--- src/rtl/ps2_pkg.sv ---
// rtl/ps2_pkg.sv - shared types and constants for the PS/2 key event receiver
package ps2_pkg;

    typedef struct packed {
        logic       brk;
        logic       ext;
        logic [7:0] code;
    } ps2_evt_t;

    localparam logic [7:0] PS2_PFX_EXT = 8'hE0;
    localparam logic [7:0] PS2_PFX_BRK = 8'hF0;

    typedef enum logic [1:0] {
        IDLE,
        DATA,
        PARITY,
        STOP
    } ps2_rx_state_t;

    // Odd parity over a data byte plus its parity bit holds when the XOR is 1.
    function automatic logic ps2_parity_ok(input logic [7:0] b, input logic p);
        return ^{b, p};
    endfunction

endpackage

--- src/rtl/ps2_line_filter.sv ---
// rtl/ps2_line_filter.sv - 2-FF synchroniser plus consecutive-sample glitch filter
module ps2_line_filter #(
    parameter int FILTER_LEN = 4
) (
    input  logic clk,
    input  logic rst_n,
    input  logic line_i,
    output logic line_o
);

    localparam int CW = (FILTER_LEN > 1) ? $clog2(FILTER_LEN) : 1;

    logic          meta_q;
    logic          sync_q;
    logic          filt_q;
    logic [CW-1:0] cnt_q;

    // Two-stage synchroniser; idle PS/2 lines are high, so reset to 1.
    always_ff @(posedge clk or negedge rst_n) begin
        if (!rst_n) begin
            meta_q <= 1'b1;
            sync_q <= 1'b1;
        end else begin
            meta_q <= line_i;
            sync_q <= meta_q;
        end
    end

    // Output follows the synchronised line only after FILTER_LEN equal differing samples.
    always_ff @(posedge clk or negedge rst_n) begin
        if (!rst_n) begin
            filt_q <= 1'b1;
            cnt_q  <= '0;
        end else if (sync_q == filt_q) begin
            cnt_q  <= '0;
        end else if (cnt_q == CW'(FILTER_LEN - 1)) begin
            filt_q <= sync_q;
            cnt_q  <= '0;
        end else begin
            cnt_q  <= cnt_q + CW'(1);
        end
    end

    assign line_o = filt_q;

endmodule

--- src/rtl/ps2_key_event_rx.sv ---
// rtl/ps2_key_event_rx.sv - PS/2 frame receiver, prefix decoder and event FIFO
module ps2_key_event_rx
    import ps2_pkg::*;
#(
    parameter int FILTER_LEN  = 4,
    parameter int TIMEOUT_CYC = 100000,
    parameter int FIFO_DEPTH  = 8
) (
    input  logic                        clk,
    input  logic                        rst_n,
    input  logic                        ps2_clk,
    input  logic                        ps2_data,
    output logic                        evt_valid,
    input  logic                        evt_ready,
    output logic                        evt_break,
    output logic                        evt_ext,
    output logic [7:0]                  evt_code,
    output logic [$clog2(FIFO_DEPTH):0] fifo_level,
    output logic                        err_parity,
    output logic                        err_frame,
    output logic                        overflow
);

    localparam int PW = $clog2(FIFO_DEPTH);
    localparam int LW = PW + 1;
    localparam int WW = $clog2(TIMEOUT_CYC + 1);

    logic clk_f;
    logic data_f;
    logic clk_prev_q;
    logic fall;

    ps2_line_filter #(.FILTER_LEN(FILTER_LEN)) u_clk_filter (
        .clk    (clk),
        .rst_n  (rst_n),
        .line_i (ps2_clk),
        .line_o (clk_f)
    );

    ps2_line_filter #(.FILTER_LEN(FILTER_LEN)) u_data_filter (
        .clk    (clk),
        .rst_n  (rst_n),
        .line_i (ps2_data),
        .line_o (data_f)
    );

    // Previous filtered clock, used to form the falling-edge strobe.
    always_ff @(posedge clk or negedge rst_n) begin
        if (!rst_n) begin
            clk_prev_q <= 1'b1;
        end else begin
            clk_prev_q <= clk_f;
        end
    end

    assign fall = clk_prev_q & ~clk_f;

    ps2_rx_state_t state_q, state_d;
    logic [2:0]    bit_cnt_q, bit_cnt_d;
    logic [7:0]    shift_q, shift_d;
    logic          bad_par_q, bad_par_d;
    logic [WW-1:0] wd_q, wd_d;
    logic          byte_done_q, byte_done_d;
    logic [7:0]    byte_q, byte_d;
    logic          err_par_q, err_par_d;
    logic          err_frm_q, err_frm_d;
    logic          timeout;

    // Frame FSM and watchdog registers.
    always_ff @(posedge clk or negedge rst_n) begin
        if (!rst_n) begin
            state_q     <= IDLE;
            bit_cnt_q   <= '0;
            shift_q     <= '0;
            bad_par_q   <= 1'b0;
            wd_q        <= '0;
            byte_done_q <= 1'b0;
            byte_q      <= '0;
            err_par_q   <= 1'b0;
            err_frm_q   <= 1'b0;
        end else begin
            state_q     <= state_d;
            bit_cnt_q   <= bit_cnt_d;
            shift_q     <= shift_d;
            bad_par_q   <= bad_par_d;
            wd_q        <= wd_d;
            byte_done_q <= byte_done_d;
            byte_q      <= byte_d;
            err_par_q   <= err_par_d;
            err_frm_q   <= err_frm_d;
        end
    end

    // Frame sequencing on each clock fall; watchdog aborts a stalled frame.
    always_comb begin
        state_d     = state_q;
        bit_cnt_d   = bit_cnt_q;
        shift_d     = shift_q;
        bad_par_d   = bad_par_q;
        wd_d        = '0;
        byte_done_d = 1'b0;
        byte_d      = byte_q;
        err_par_d   = 1'b0;
        err_frm_d   = 1'b0;
        timeout     = 1'b0;

        if (state_q != IDLE && !fall) begin
            if (wd_q == WW'(TIMEOUT_CYC - 1)) begin
                timeout = 1'b1;
            end else begin
                wd_d = wd_q + WW'(1);
            end
        end

        if (timeout) begin
            err_frm_d = 1'b1;
            state_d   = IDLE;
        end else if (fall) begin
            case (state_q)
                IDLE: begin
                    if (!data_f) begin
                        state_d   = DATA;
                        bit_cnt_d = '0;
                        bad_par_d = 1'b0;
                    end
                end
                DATA: begin
                    shift_d   = {data_f, shift_q[7:1]};
                    bit_cnt_d = bit_cnt_q + 3'd1;
                    if (bit_cnt_q == 3'd7) begin
                        state_d = PARITY;
                    end
                end
                PARITY: begin
                    bad_par_d = !ps2_parity_ok(shift_q, data_f);
                    state_d   = STOP;
                end
                STOP: begin
                    if (bad_par_q) begin
                        err_par_d = 1'b1;
                    end else if (!data_f) begin
                        err_frm_d = 1'b1;
                    end else begin
                        byte_done_d = 1'b1;
                        byte_d      = shift_q;
                    end
                    state_d = IDLE;
                end
                default: state_d = IDLE;
            endcase
        end
    end

    logic     ext_q, ext_d;
    logic     brk_q, brk_d;
    logic     push;
    ps2_evt_t push_evt;

    // Prefix flag registers.
    always_ff @(posedge clk or negedge rst_n) begin
        if (!rst_n) begin
            ext_q <= 1'b0;
            brk_q <= 1'b0;
        end else begin
            ext_q <= ext_d;
            brk_q <= brk_d;
        end
    end

    // Fold E0/F0 prefixes into the next ordinary code; any frame error resets them.
    always_comb begin
        ext_d         = ext_q;
        brk_d         = brk_q;
        push          = 1'b0;
        push_evt.brk  = brk_q;
        push_evt.ext  = ext_q;
        push_evt.code = byte_q;
        if (err_par_q || err_frm_q) begin
            ext_d = 1'b0;
            brk_d = 1'b0;
        end else if (byte_done_q) begin
            if (byte_q == PS2_PFX_EXT) begin
                ext_d = 1'b1;
            end else if (byte_q == PS2_PFX_BRK) begin
                brk_d = 1'b1;
            end else begin
                push  = 1'b1;
                ext_d = 1'b0;
                brk_d = 1'b0;
            end
        end
    end

    ps2_evt_t      mem_q [FIFO_DEPTH];
    logic [PW-1:0] wr_ptr_q, wr_ptr_d;
    logic [PW-1:0] rd_ptr_q, rd_ptr_d;
    logic [LW-1:0] level_q, level_d;
    logic [LW-1:0] remain;
    ps2_evt_t      head_q, head_d;
    logic          ovf_q, ovf_d;
    logic          pop;
    logic          full;
    logic          wr_en;

    assign pop   = evt_valid && evt_ready;
    assign full  = (level_q == LW'(FIFO_DEPTH));
    assign wr_en = push && (!full || pop);

    // FIFO pointers, level, registered head and overflow pulse.
    always_ff @(posedge clk or negedge rst_n) begin
        if (!rst_n) begin
            wr_ptr_q <= '0;
            rd_ptr_q <= '0;
            level_q  <= '0;
            head_q   <= '0;
            ovf_q    <= 1'b0;
        end else begin
            wr_ptr_q <= wr_ptr_d;
            rd_ptr_q <= rd_ptr_d;
            level_q  <= level_d;
            head_q   <= head_d;
            ovf_q    <= ovf_d;
        end
    end

    // Storage array; contents are qualified by the level so no reset is needed.
    always_ff @(posedge clk) begin
        if (wr_en) begin
            mem_q[wr_ptr_q] <= push_evt;
        end
    end

    // Next head: oldest surviving entry, else the entry being written into an empty FIFO.
    always_comb begin
        wr_ptr_d = wr_en ? wr_ptr_q + PW'(1) : wr_ptr_q;
        rd_ptr_d = pop ? rd_ptr_q + PW'(1) : rd_ptr_q;
        remain   = pop ? level_q - LW'(1) : level_q;
        level_d  = wr_en ? remain + LW'(1) : remain;
        ovf_d    = push && full && !pop;
        head_d   = head_q;
        if (remain != '0) begin
            head_d = mem_q[rd_ptr_d];
        end else if (wr_en) begin
            head_d = push_evt;
        end
    end

    assign evt_valid  = (level_q != '0);
    assign evt_break  = head_q.brk;
    assign evt_ext    = head_q.ext;
    assign evt_code   = head_q.code;
    assign fifo_level = level_q;
    assign err_parity = err_par_q;
    assign err_frame  = err_frm_q;
    assign overflow   = ovf_q;

endmodule

--- config.mk ---
export PLATFORM = sky130hd
export DESIGN_NAME = ps2_key_event_rx
export DESIGN_NICKNAME = d
export VERILOG_FILES = /design/src/rtl/ps2_pkg.sv /design/src/rtl/ps2_line_filter.sv /design/src/rtl/ps2_key_event_rx.sv
export SDC_FILE = /design/constraint.sdc
export NUM_CORES = 1
export LEC_CHECK = 0
export CELL_PAD_IN_SITES_DETAIL_PLACEMENT = 1
export CELL_PAD_IN_SITES_GLOBAL_PLACEMENT = 2
export CORE_AREA = 2 2 136 138
export DETAILED_ROUTE_END_ITERATION = 10
export DIE_AREA = 0 0 138 140
export PLACE_DENSITY = 0.8
export SLEW_MARGIN = 15
export SYNTH_ARGS = -nofsm -noshare
export SYNTH_HDL_FRONTEND = slang
export SYNTH_SLANG_ARGS = --single-unit
--- constraint.sdc ---
create_clock -name clk -period 5 [get_ports clk]
set_input_delay 1 -clock clk [delete_from_list [all_inputs] [get_ports clk]]
set_output_delay 1 -clock clk [all_outputs]
set_load 0.005 [all_outputs]
==> metrics <==
Max H-tree Level=4; die area=0.0193 mm^2; top cells by area, synth=edfxtp_1, dfrtp_1, mux2i_1; clock slew at reported path FFs=0.06 ns; post-CTS repair timing setup buffer count=0; Slew Limit Fails=0; Setup Slack @ Placement=1.06 ns; P per Cell Area=592 mW/mm^2; outcome=finished clean; total track usage=19.0%; clock sinks=156; CTS resizes=0; hold_buf cts=0; RR Endpoint=evt_code[3]; crit path time final=3.73 ns; Layout Skew=0.0121 ns; peak supply drop=0.432 mV; Mapped Cells=555; crit path DAT=4.03 ns; gr ovfl total=0; CTS Root Cell=clkbuf_16; number of CTS-inserted buffers=17; DR pass1 iterations=4; post-synthesis mux area share=5.38%; initial antenna violation count=0; first-pass GRT wire length=28.2 mm; drt total wl=17.4 mm; critical path type=in -> reg; area grow syn2layout=17.1%; Ys Warns=0; initial core utilization=39.4%; cell taking the most area after synthesis=edfxtp_1; core area=0.0178 mm^2; Die Span X=138 um; Post-synth EDFFs=80; share of the synthesized area in the top cell type=34.3%; FF/Latch Area=0.00431 mm^2; dpl hpwl=11.1 mm; post-synthesis cell area=0.00701 mm^2; Adder-Cell Fraction of Synth Area=2.86%; complex-gate fraction of the synthesized area=11.7%; CP Capture Type=flip-flop; xor and xnor fraction of the mapped netlist area=3.63%; Synth Area in Simple Gates=12.6%; Multi-input gate area=0.00255 mm^2; detailed-route vias per instance=5.61; Max Clock Freq=268 MHz; Mapped Nets=576; Setup TNS=0 ns; Pleak=3.20 nW; max cap viols=0; vias in the first global route=5095; RSZ-0062 raised after global routing=no; starting DRC count in detailed routing=382; final worst setup slack=1.27 ns; syn avg cell area=12.6 um^2; final hold vios=0; WL/cell=21.0 um; worst reg2reg setup slack=1.38 ns; port bufs=22; share of cells above drive strength 1=12.5%; CTS tree=done; Worst Max-Slew Pin Slew=1.08 ns; Post-synth ARST share=48.7%; post-synthesis register bit count=156; maximum fanout along the worst path=12; FP Rows=49; Crit. Startpoint=evt_ready; main combinational cell family by area after synthesis=simple AND/OR/NAND/NOR gates; I/O pin cnt=23; final count of negative-setup-slack endpoints=0; Clk Latency, worst-skew pair=0.43 ns; startpoint types=input pin; via count=4647; synth unique cells=53; Reg2Reg Launch Point=fifo_level[0]; GP Congestion=0.797; Antenna Violating Nets Remaining=0; worst endpoint required time=5.30 ns; largest net degree at the start of global routing=77; worst setup path endpoint=evt_code[3]; DRC violations left=0; min-delay src=u_data_filter.meta_q; number of cells on the worst reg-to-reg path=11; nets=608; Hold Crit Class=reg -> reg; Die Y-Extent=140 um; Main synth FF type=edfxtp_1; fin crit share=74.6%; Seq/Total Area, Yosys=61.6%; fillers=1878; max_slew headroom=27.7%; n_diodes=0; Clock Path Buffers=2
## per-layer routing
layer / vias up / GRT usage, % / part of all wire [%]
met3: 31 / 4.24 / 4.1
met2: 103 / 33.4 / 51
met4: 0 / 7.68 / 2.7
met5: - / 0 / 0
li1: 2129 / - / -
met1: 2384 / 22.7 / 42
## final cells by class
class	count	area share, %
Sequential cell	156	52.6
Timing Repair Buffer	37	4.03
Clock inverter	7	1.14
Clock buffer	25	6.83
Inverter	19	0.869
Multi-Input combinational cell	356	31.1
Tap cell	229	3.49
## where the power goes
part           switching, mW  leakage, nW  internal (mW)
clock network          0.514        0.316          0.882
logic                  0.952         1.16          0.696
registers              0.235         1.73           1.58
## stage by stage
step	cell area, um^2	power [mW]	cells	util, %	hold slack [ns]
6_report	8210	4.86	829	46.2	0.356
5_1_grt	8210	5.14	829	46.2	0.359
4_1_cts	8210	4.91	829	46.2	0.356
3_5_place_dp	7550	3.47	797	42.5	0.347
3_3_place_gp	7550	3.38	797	42.5	0.347
2_1_floorplan	7010	2.87	555	-	0.345
## cell usage after synthesis (all sizes together) (2+ instances only)
| master | number |
|---|---|
| edfxtp | 80 |
| xnor2 | 20 |
| a21boi | 2 |
| buf | 2 |
| o21ai | 10 |
| nor2 | 27 |
| mux2 | 11 |
| nor3 | 11 |
| or2 | 2 |
| clkbuf | 22 |
| and3 | 2 |
| a31oi | 9 |
| a22oi | 9 |
| nand2 | 48 |
| nand2b | 3 |
| a2111oi | 20 |
| a21oi | 10 |
| a32o | 3 |
| mux2i | 23 |
| or4 | 2 |
| o21bai | 18 |
| nor3b | 5 |
| dfstp | 7 |
| xor2 | 9 |
| o31ai | 2 |
| nand4 | 4 |
| nor4b | 2 |
| or3 | 3 |
| o21a | 9 |
| ha | 16 |
| nor4 | 14 |
| nor4bb | 3 |
| a211oi | 11 |
| and4 | 3 |
| nand3 | 6 |
| inv | 18 |
| and2 | 2 |
| nor2b | 27 |
| dfrtp | 69 |
| a21bo | 2 |
## critical path, cell delays in order
cell,delay (ns)
clkdlybuf4s50_1,0.70
nor4b_1,0.48
mux2_2,0.41
o31ai_2,0.87
a31oi_1,0.14
nor4_1,0.41
## flip-flops by register name (all words and copies together) (netlist names), 2 cells and up
| name | cells |
|---|---|
| mem_q | 80 |
| u_data_filter.cnt_q | 2 |
| byte_q | 8 |
| rd_ptr_q | 3 |
| bit_cnt_q | 3 |
| evt_code | 8 |
| u_clk_filter.cnt_q | 2 |
| wr_ptr_q | 3 |
| state_q | 2 |
| shift_q | 8 |
| fifo_level | 4 |
| wd_q | 17 |
## logic make-up after synthesis
group,count (synthesis)
AO/OA/AOI/OAI,110
XOR/XNOR,29
adder cells (fa/ha/maj),16
buffers and inverters,43
flip-flops,156
multiplexers,35
AND/OR/NAND/NOR,166
## placed cells by master, fill, tap and decap left out, types with 11 or more instances in the layout
cell	instances
a2111oi_0	20
buf_4	16
clkbuf_16	21
clkdlybuf4s50_1	21
dfrtp_1	69
edfxtp_1	80
ha_1	16
inv_1	17
mux2_2	11
mux2i_1	23
nand2_1	48
nor2_1	27
nor2b_1	27
nor3_1	11
nor4_1	13
o21bai_1	18
xnor2_1	20
## worst min path at each step
stage,endpoint,slack (ns),cells after the start
2_1_floorplan,u_clk_filter.sync_q,0.35,0
3_3_place_gp,u_data_filter.sync_q,0.35,0
3_5_place_dp,u_clk_filter.sync_q,0.35,0
4_1_cts,u_data_filter.sync_q,0.36,0
5_1_grt,u_clk_filter.sync_q,0.36,0
6_report,u_data_filter.sync_q,0.36,0
Note: power is estimated with default switching activity, not from simulation.
